<file path="src/rtl/me_pe_sched_ctrl.sv">
`timescale 1ns/1ps
`default_nettype none
// ============================================================================
// Module   : me_pe_sched_ctrl
// Purpose  : Schedule controller for the ME PE array. After a current-block
//            preload it walks the search window column by column, scanning
//            each column either COARSE (sub-block pairs, two half-passes) or
//            FINE (four sub-block passes). Start/busy/done handshake, abort,
//            and a pe_ready stall that freezes the whole schedule.
// Ports    : clk, rst_n           - clock, async active-low reset
//            i_start, i_abort     - frame start (IDLE only), sync abort
//            i_pe_ready           - downstream accept; 0 freezes schedule
//            i_n_cols             - number of search columns (latched)
//            i_fine_lo/i_fine_hi  - inclusive FINE column range (latched)
//            o_busy, o_done       - not-IDLE flag, end-of-frame pulse
//            o_valid              - schedule step newly issued this cycle
//            o_curr_load_en, o_cb_sel, o_change_ref, o_ref_in_ctrl,
//            o_abs_ctrl           - PE array controls
//            o_col, o_row         - current search column / row
// Revision : 1.0 - initial release
// ============================================================================
module me_pe_sched_ctrl #(
  parameter int LOAD_CYC = 64,
  parameter int ROWS_C   = 38,
  parameter int PRE_C    = 8,
  parameter int ROWS_F   = 21,
  parameter int REF_F    = 4,
  parameter int COL_W    = 6,
  parameter int ROW_W    = 7
) (
  input  logic             clk,
  input  logic             rst_n,
  input  logic             i_start,
  input  logic             i_abort,
  input  logic             i_pe_ready,
  input  logic [COL_W-1:0] i_n_cols,
  input  logic [COL_W-1:0] i_fine_lo,
  input  logic [COL_W-1:0] i_fine_hi,
  output logic             o_busy,
  output logic             o_done,
  output logic             o_valid,
  output logic             o_curr_load_en,
  output logic             o_cb_sel,
  output logic             o_change_ref,
  output logic             o_ref_in_ctrl,
  output logic [1:0]       o_abs_ctrl,
  output logic [COL_W-1:0] o_col,
  output logic [ROW_W-1:0] o_row
);

  localparam int LD_W = $clog2(LOAD_CYC);

  typedef enum logic [2:0] {
    S_IDLE   = 3'd0,
    S_LOAD   = 3'd1,
    S_COARSE = 3'd2,
    S_FINE   = 3'd3,
    S_DONE   = 3'd4
  } state_t;

  state_t           r_state;
  logic [LD_W-1:0]  r_ld_cnt;
  logic [COL_W-1:0] r_col;
  logic [ROW_W-1:0] r_row;
  logic             r_half;
  logic [1:0]       r_sb;
  logic             r_valid;
  logic [COL_W-1:0] r_n_cols;
  logic [COL_W-1:0] r_fine_lo;
  logic [COL_W-1:0] r_fine_hi;

  logic [COL_W-1:0] w_col_nxt;
  logic             w_col_last;
  logic             w_fine0;
  logic             w_fine_nxt;
  logic             w_x;

  // An empty range (lo > hi) falls out naturally: no column satisfies both.
  function automatic logic in_fine(input logic [COL_W-1:0] c,
                                   input logic [COL_W-1:0] lo,
                                   input logic [COL_W-1:0] hi);
    return (c >= lo) && (c <= hi);
  endfunction

  assign w_col_nxt  = r_col + COL_W'(1);
  assign w_col_last = (r_col == (r_n_cols - COL_W'(1)));
  assign w_fine0    = in_fine('0, r_fine_lo, r_fine_hi);
  assign w_fine_nxt = in_fine(w_col_nxt, r_fine_lo, r_fine_hi);

  // ---------------------------------------------------------------------------
  // State and counters. The flops always describe the step currently on the
  // outputs; on a ready edge they advance to the next step and r_valid marks
  // it as newly issued. On a stalled edge everything holds and r_valid drops,
  // so each step is presented with valid=1 exactly once.
  // ---------------------------------------------------------------------------
  always_ff @(posedge clk or negedge rst_n) begin
    if (!rst_n) begin
      r_state   <= S_IDLE;
      r_ld_cnt  <= '0;
      r_col     <= '0;
      r_row     <= '0;
      r_half    <= 1'b0;
      r_sb      <= 2'd0;
      r_valid   <= 1'b0;
      r_n_cols  <= '0;
      r_fine_lo <= '0;
      r_fine_hi <= '0;
    end else if (i_abort) begin
      r_state <= S_IDLE;
      r_valid <= 1'b0;
    end else begin
      case (r_state)
        S_IDLE: begin
          r_valid <= 1'b0;
          if (i_start) begin
            r_n_cols  <= i_n_cols;
            r_fine_lo <= i_fine_lo;
            r_fine_hi <= i_fine_hi;
            r_ld_cnt  <= '0;
            r_col     <= '0;
            r_row     <= '0;
            r_half    <= 1'b0;
            r_sb      <= 2'd0;
            r_valid   <= 1'b1;
            r_state   <= S_LOAD;
          end
        end

        S_LOAD: begin
          r_valid <= i_pe_ready;
          if (i_pe_ready) begin
            if (r_ld_cnt == LD_W'(LOAD_CYC - 1)) begin
              r_col   <= '0;
              r_row   <= '0;
              r_half  <= 1'b0;
              r_sb    <= 2'd0;
              r_state <= w_fine0 ? S_FINE : S_COARSE;
            end else begin
              r_ld_cnt <= r_ld_cnt + LD_W'(1);
            end
          end
        end

        S_COARSE: begin
          r_valid <= i_pe_ready;
          if (i_pe_ready) begin
            if (r_row == ROW_W'(ROWS_C - 1)) begin
              r_row <= '0;
              if (!r_half) begin
                r_half <= 1'b1;
              end else if (w_col_last) begin
                r_state <= S_DONE;
                r_valid <= 1'b0;
              end else begin
                r_col   <= w_col_nxt;
                r_half  <= 1'b0;
                r_sb    <= 2'd0;
                r_state <= w_fine_nxt ? S_FINE : S_COARSE;
              end
            end else begin
              r_row <= r_row + ROW_W'(1);
            end
          end
        end

        S_FINE: begin
          r_valid <= i_pe_ready;
          if (i_pe_ready) begin
            if (r_row == ROW_W'(ROWS_F - 1)) begin
              r_row <= '0;
              if (r_sb != 2'd3) begin
                r_sb <= r_sb + 2'd1;
              end else if (w_col_last) begin
                r_state <= S_DONE;
                r_valid <= 1'b0;
              end else begin
                r_col   <= w_col_nxt;
                r_half  <= 1'b0;
                r_sb    <= 2'd0;
                r_state <= w_fine_nxt ? S_FINE : S_COARSE;
              end
            end else begin
              r_row <= r_row + ROW_W'(1);
            end
          end
        end

        S_DONE: begin
          r_valid <= 1'b0;
          r_state <= S_IDLE;
        end

        default: begin
          r_valid <= 1'b0;
          r_state <= S_IDLE;
        end
      endcase
    end
  end

  // COARSE sub-block select bit: leading rows shift only, the middle band
  // alternates sub-blocks on odd/even rows, the trailing four rows use x=1.
  always_comb begin
    w_x = 1'b0;
    if (r_row < ROW_W'(PRE_C)) begin
      w_x = 1'b0;
    end else if (r_row < ROW_W'(ROWS_C - 4)) begin
      w_x = ~r_row[0];
    end else begin
      w_x = 1'b1;
    end
  end

  // Moore decode of state and counter flops only.
  always_comb begin
    o_busy         = (r_state != S_IDLE);
    o_done         = 1'b0;
    o_valid        = r_valid;
    o_curr_load_en = 1'b0;
    o_cb_sel       = 1'b0;
    o_change_ref   = 1'b0;
    o_ref_in_ctrl  = 1'b0;
    o_abs_ctrl     = 2'd0;
    o_col          = '0;
    o_row          = '0;
    case (r_state)
      S_IDLE: begin
        o_cb_sel = 1'b1;
      end
      S_LOAD: begin
        o_curr_load_en = 1'b1;
        o_cb_sel       = (r_ld_cnt < LD_W'(LOAD_CYC / 2));
        o_col          = r_col;
        o_row          = r_row;
      end
      S_COARSE: begin
        o_cb_sel      = ~r_half;
        o_ref_in_ctrl = 1'b1;
        o_abs_ctrl    = {r_half, w_x};
        // Middle band only changes reference on odd rows.
        o_change_ref  = ((r_row >= ROW_W'(PRE_C)) && (r_row < ROW_W'(ROWS_C - 4)))
                        ? r_row[0] : 1'b1;
        o_col         = r_col;
        o_row         = r_row;
      end
      S_FINE: begin
        o_change_ref  = 1'b1;
        o_abs_ctrl    = r_sb;
        o_ref_in_ctrl = (r_row < ROW_W'(REF_F));
        o_col         = r_col;
        o_row         = r_row;
      end
      S_DONE: begin
        o_done   = 1'b1;
        o_cb_sel = 1'b1;
      end
      default: begin
        o_cb_sel = 1'b1;
      end
    endcase
  end

endmodule
`default_nettype wire

</file>
<file path="config.mk">
export PLATFORM = sky130hd
export DESIGN_NAME = me_pe_sched_ctrl
export DESIGN_NICKNAME = d
export VERILOG_FILES = /design/src/rtl/me_pe_sched_ctrl.sv
export SDC_FILE = /design/constraint.sdc
export NUM_CORES = 1
export LEC_CHECK = 0
export CORE_ASPECT_RATIO = 0.6
export CORE_UTILIZATION = 45
export CTS_CLUSTER_DIAMETER = 40
export DETAILED_ROUTE_END_ITERATION = 6
export PLACE_DENSITY = 0.69
export SKIP_LAST_GASP = 1
export SYNTH_ARGS = -nofsm -noshare
export SYNTH_HDL_FRONTEND = slang
export SYNTH_SLANG_ARGS = --single-unit
</file>
<file path="constraint.sdc">
create_clock -name clk -period 2.8 [get_ports clk]
set_clock_uncertainty 0.05 [all_clocks]
set_input_delay 0.28 -clock clk [delete_from_list [all_inputs] [get_ports clk]]
set_output_delay 0.28 -clock clk [all_outputs]
set_load 0.005 [all_outputs]
</file>
==> flow_summary.ini <==
[route]
drc = 0
vias_per_cell = 5.41
final_antenna_net_count = 0
vias = 2412
wl_per_cell_um = 14.8
firstDrtPassIters = 4
drt_iter0_drc = 138
postRouteWirelength_um = 6590

[sta]
slew_headroom_pct = 32.9
min_period_over_period_pct = 93.8
hold_viol_final = 0
slew_violations = 0
fin_tns_setup_ns = 0
hold_slack_ns = 0.0968
rsz0062_at_grt = false
setup_viol = 0
min_period_ns = 2.63
max_freq_mhz = 381
tightest_slew_ns = 1.01

[clock_network]
cts_tree = yes
path_clk_slew_ns = 0.08
cts_root_buffer = clkbuf_8
cts_setup_buffers = 0
clock_latency_ns = 0.30
cts_hold_buf = 0
htreeDepth = 2
postCtsResizedCells = 0
clockBufferDepth = 2
cts_sinks = 44
cts_buffers = 5

[floorplan]
fp-row-count = 22
die_h_um = 63.8
core_area_um2 = 6140
io_pins = 45
die_area_um2 = 6700
die_x_um = 105
start_util_pct = 46.7

[power]
power.switching_w = 0.000899
p_int_w = 0.00144
leakagePower_nw = 1.57
sw_frac_of_total_pct = 38.5
pwr-share-clk_pct = 17.9
power_frac_comb_pct = 40.6
seq_power_share_pct = 41.5
power.density_nw_per_um2 = 671
vdd_drop_max_mv = 0.348

[worst_setup_path]
path_class = reg2out
critPathMaxFanout = 9
required_ns = 2.47
crit_path_end_kind = output pin
worst_ep_arrival_time_ns = 2.30
startpoint_type = flip-flop

[synth]
postSynth.asyncResetShare_pct = 100
ys_types = 58
synth_nets = 359
ys_top_cells_by_area = dfrtp_1 (38%), ha_1 (8.3%), o21ai_0 (5.6%)
yosys.area_share.adder_pct = 8.30
synth_top_family_by_area = simple AND/OR/NAND/NOR gates
synth.area.mux_share_pct = 3.41
ys_seq_area_share_pct = 38.4
yosysTopAreaCell = dfrtp_1
synth_compound_area_share_pct = 17.8
synth_xor_area_share_pct = 3.98
synth-edff-count = 0
yosys_most_used_dff = dfrtp_1
syn_inst = 317
synth_warnings = 0
netlist.area_leader.share_pct = 38.4
synthesis.area_um2 = 2860
ys_ff_latch = 44
syn_avg_cell_area_um2 = 9.03
synthSimpleGateAreaFrac_pct = 23.8

[run_status]
status = completed

[layout]
finalNetCount = 403
area_delta_synth_final_pct = 21.6
final_common_cell = clkdlybuf4s50_1
final_cell_mix = clkdlybuf4s50_1 (43), dfrtp_1 (42), o21ai_0 (32)
n_antenna_cell = 0
drive_gt1_share_pct = 8.29

[place]
place_hpwl_um = 4880
port-buffer-count = 44
gp_congestion = 0.876

[global_routing]
grt_overflow_total = 0
grt.total_usage_pct = 22.0
grt_max_degree = 45
antenna_found_initial = 0
grt_pass1_vias = 2255
grt_pass1_wl_um = 11500

[job]
cap_violations = 0

[worst_hold_path]
min_path_type = in2async
[layout make-up]
class	count	area, um2
tap	84	105
fill	556	2660
clock buffer	8	90.1
multi-input combinational	242	1640
inverter	20	75.1
timing repair buffer	48	465
sequential	44	1100
[power by group through the flow]
stage,combinational (W),sequential [W],clock [W]
final,0.000948,0.000970,0.000419
after global routing,0.00108,0.00100,0.000461
after CTS,0.000947,0.000966,0.000437
after detailed placement,0.000940,0.000978,0
after global placement,0.000923,0.000975,0
after floorplan,0.000702,0.000914,0
[Yosys cell counts (all sizes together) (2+ instances only)]
cell type,n
a22o,4
a21o,4
or4,2
nand2,30
nand3,9
clkbuf,6
mux2i,3
a211oi,2
o31ai,2
nor3,8
buf,5
inv,20
mux2,6
nand3b,2
dfrtp,44
and3,6
a22oi,2
xnor2,6
and2,15
o21a,3
nand2b,10
ha,19
nor2,23
o31a,3
nor2b,2
a31oi,2
o21ai,33
xor2,7
a21oi,10
o21bai,2
nand4,6
[flip-flops by register name, summed over array words and instances, names as in the netlist]
| signal | flops |
|---|---|
| o_valid | 1 |
| r_row | 7 |
| r_n_cols | 6 |
| r_ld_cnt | 6 |
| r_fine_lo | 6 |
| r_sb | 2 |
| r_fine_hi | 6 |
| r_half | 1 |
| r_state | 3 |
| r_col | 6 |
[path summary, 6_finish.rpt]
path	depth (start not counted)	end	slack [ns]	startpoint
max	7	o_abs_ctrl[0]	0.17	r_row[4]$_DFFE_PN0P_
min	1	r_n_cols[0]$_DFFE_PN0P_	0.1	rst_n
max reg2reg	9	r_state[0]$_DFFE_PN0P_	0.39	r_col[2]$_DFFE_PN0P_
min reg2reg	1	r_ld_cnt[0]$_DFFE_PN0P_	0.47	r_ld_cnt[0]$_DFFE_PN0P_
max in group asynchronous	1	r_state[0]$_DFFE_PN0P_	1.91	rst_n
min in group clk	1	r_ld_cnt[0]$_DFFE_PN0P_	0.47	r_ld_cnt[0]$_DFFE_PN0P_
[metrics by stage]
stage / instance area (um2) / cells / utilization [%] / total power (W) / setup slack [ns]
after detailed placement: 3390 / 438 / 55.2 / 0.00192 / 0.388
after global placement: 3390 / 438 / 55.2 / 0.00190 / 0.388
after CTS: 3480 / 446 / 56.6 / 0.00235 / 0.0963
after floorplan: 2860 / 317 / - / 0.00162 / 0.728
final: 3480 / 446 / 56.7 / 0.00234 / 0.172
after global routing: 3480 / 446 / 56.7 / 0.00254 / 0.0322
[worst max-delay path, cell delays in order, from the launching register on]
cell             delay (ns)
dfrtp_2                0.47
or4_1                  0.51
a21oi_1                0.21
nand2_1                0.08
nand2_1                0.07
o21ai_0                0.07
and2_1                 0.16
clkdlybuf4s50_1        0.44
[routing by layer]
metal	routed length [um]	GRT usage (%)	up-vias
li1	-	-	1213
met3	329	4.69	5
met4	42	4.75	0
met1	3670	34.6	1130
met5	0	0	-
met2	2560	30.5	64
[cell families (layout without fill, tap and decap cells)]
kind of cell | after synthesis | in the layout
buffers and inverters | 31 | 76
AOI/OAI and AO/OA | 78 | 78
DFF | 44 | 44
xor gates and xnor gates | 13 | 13
adders and majority gates | 19 | 19
muxes | 9 | 9
and+or+nand+nor | 123 | 123
No activity file was read; power rests on OpenSTA's default activity.
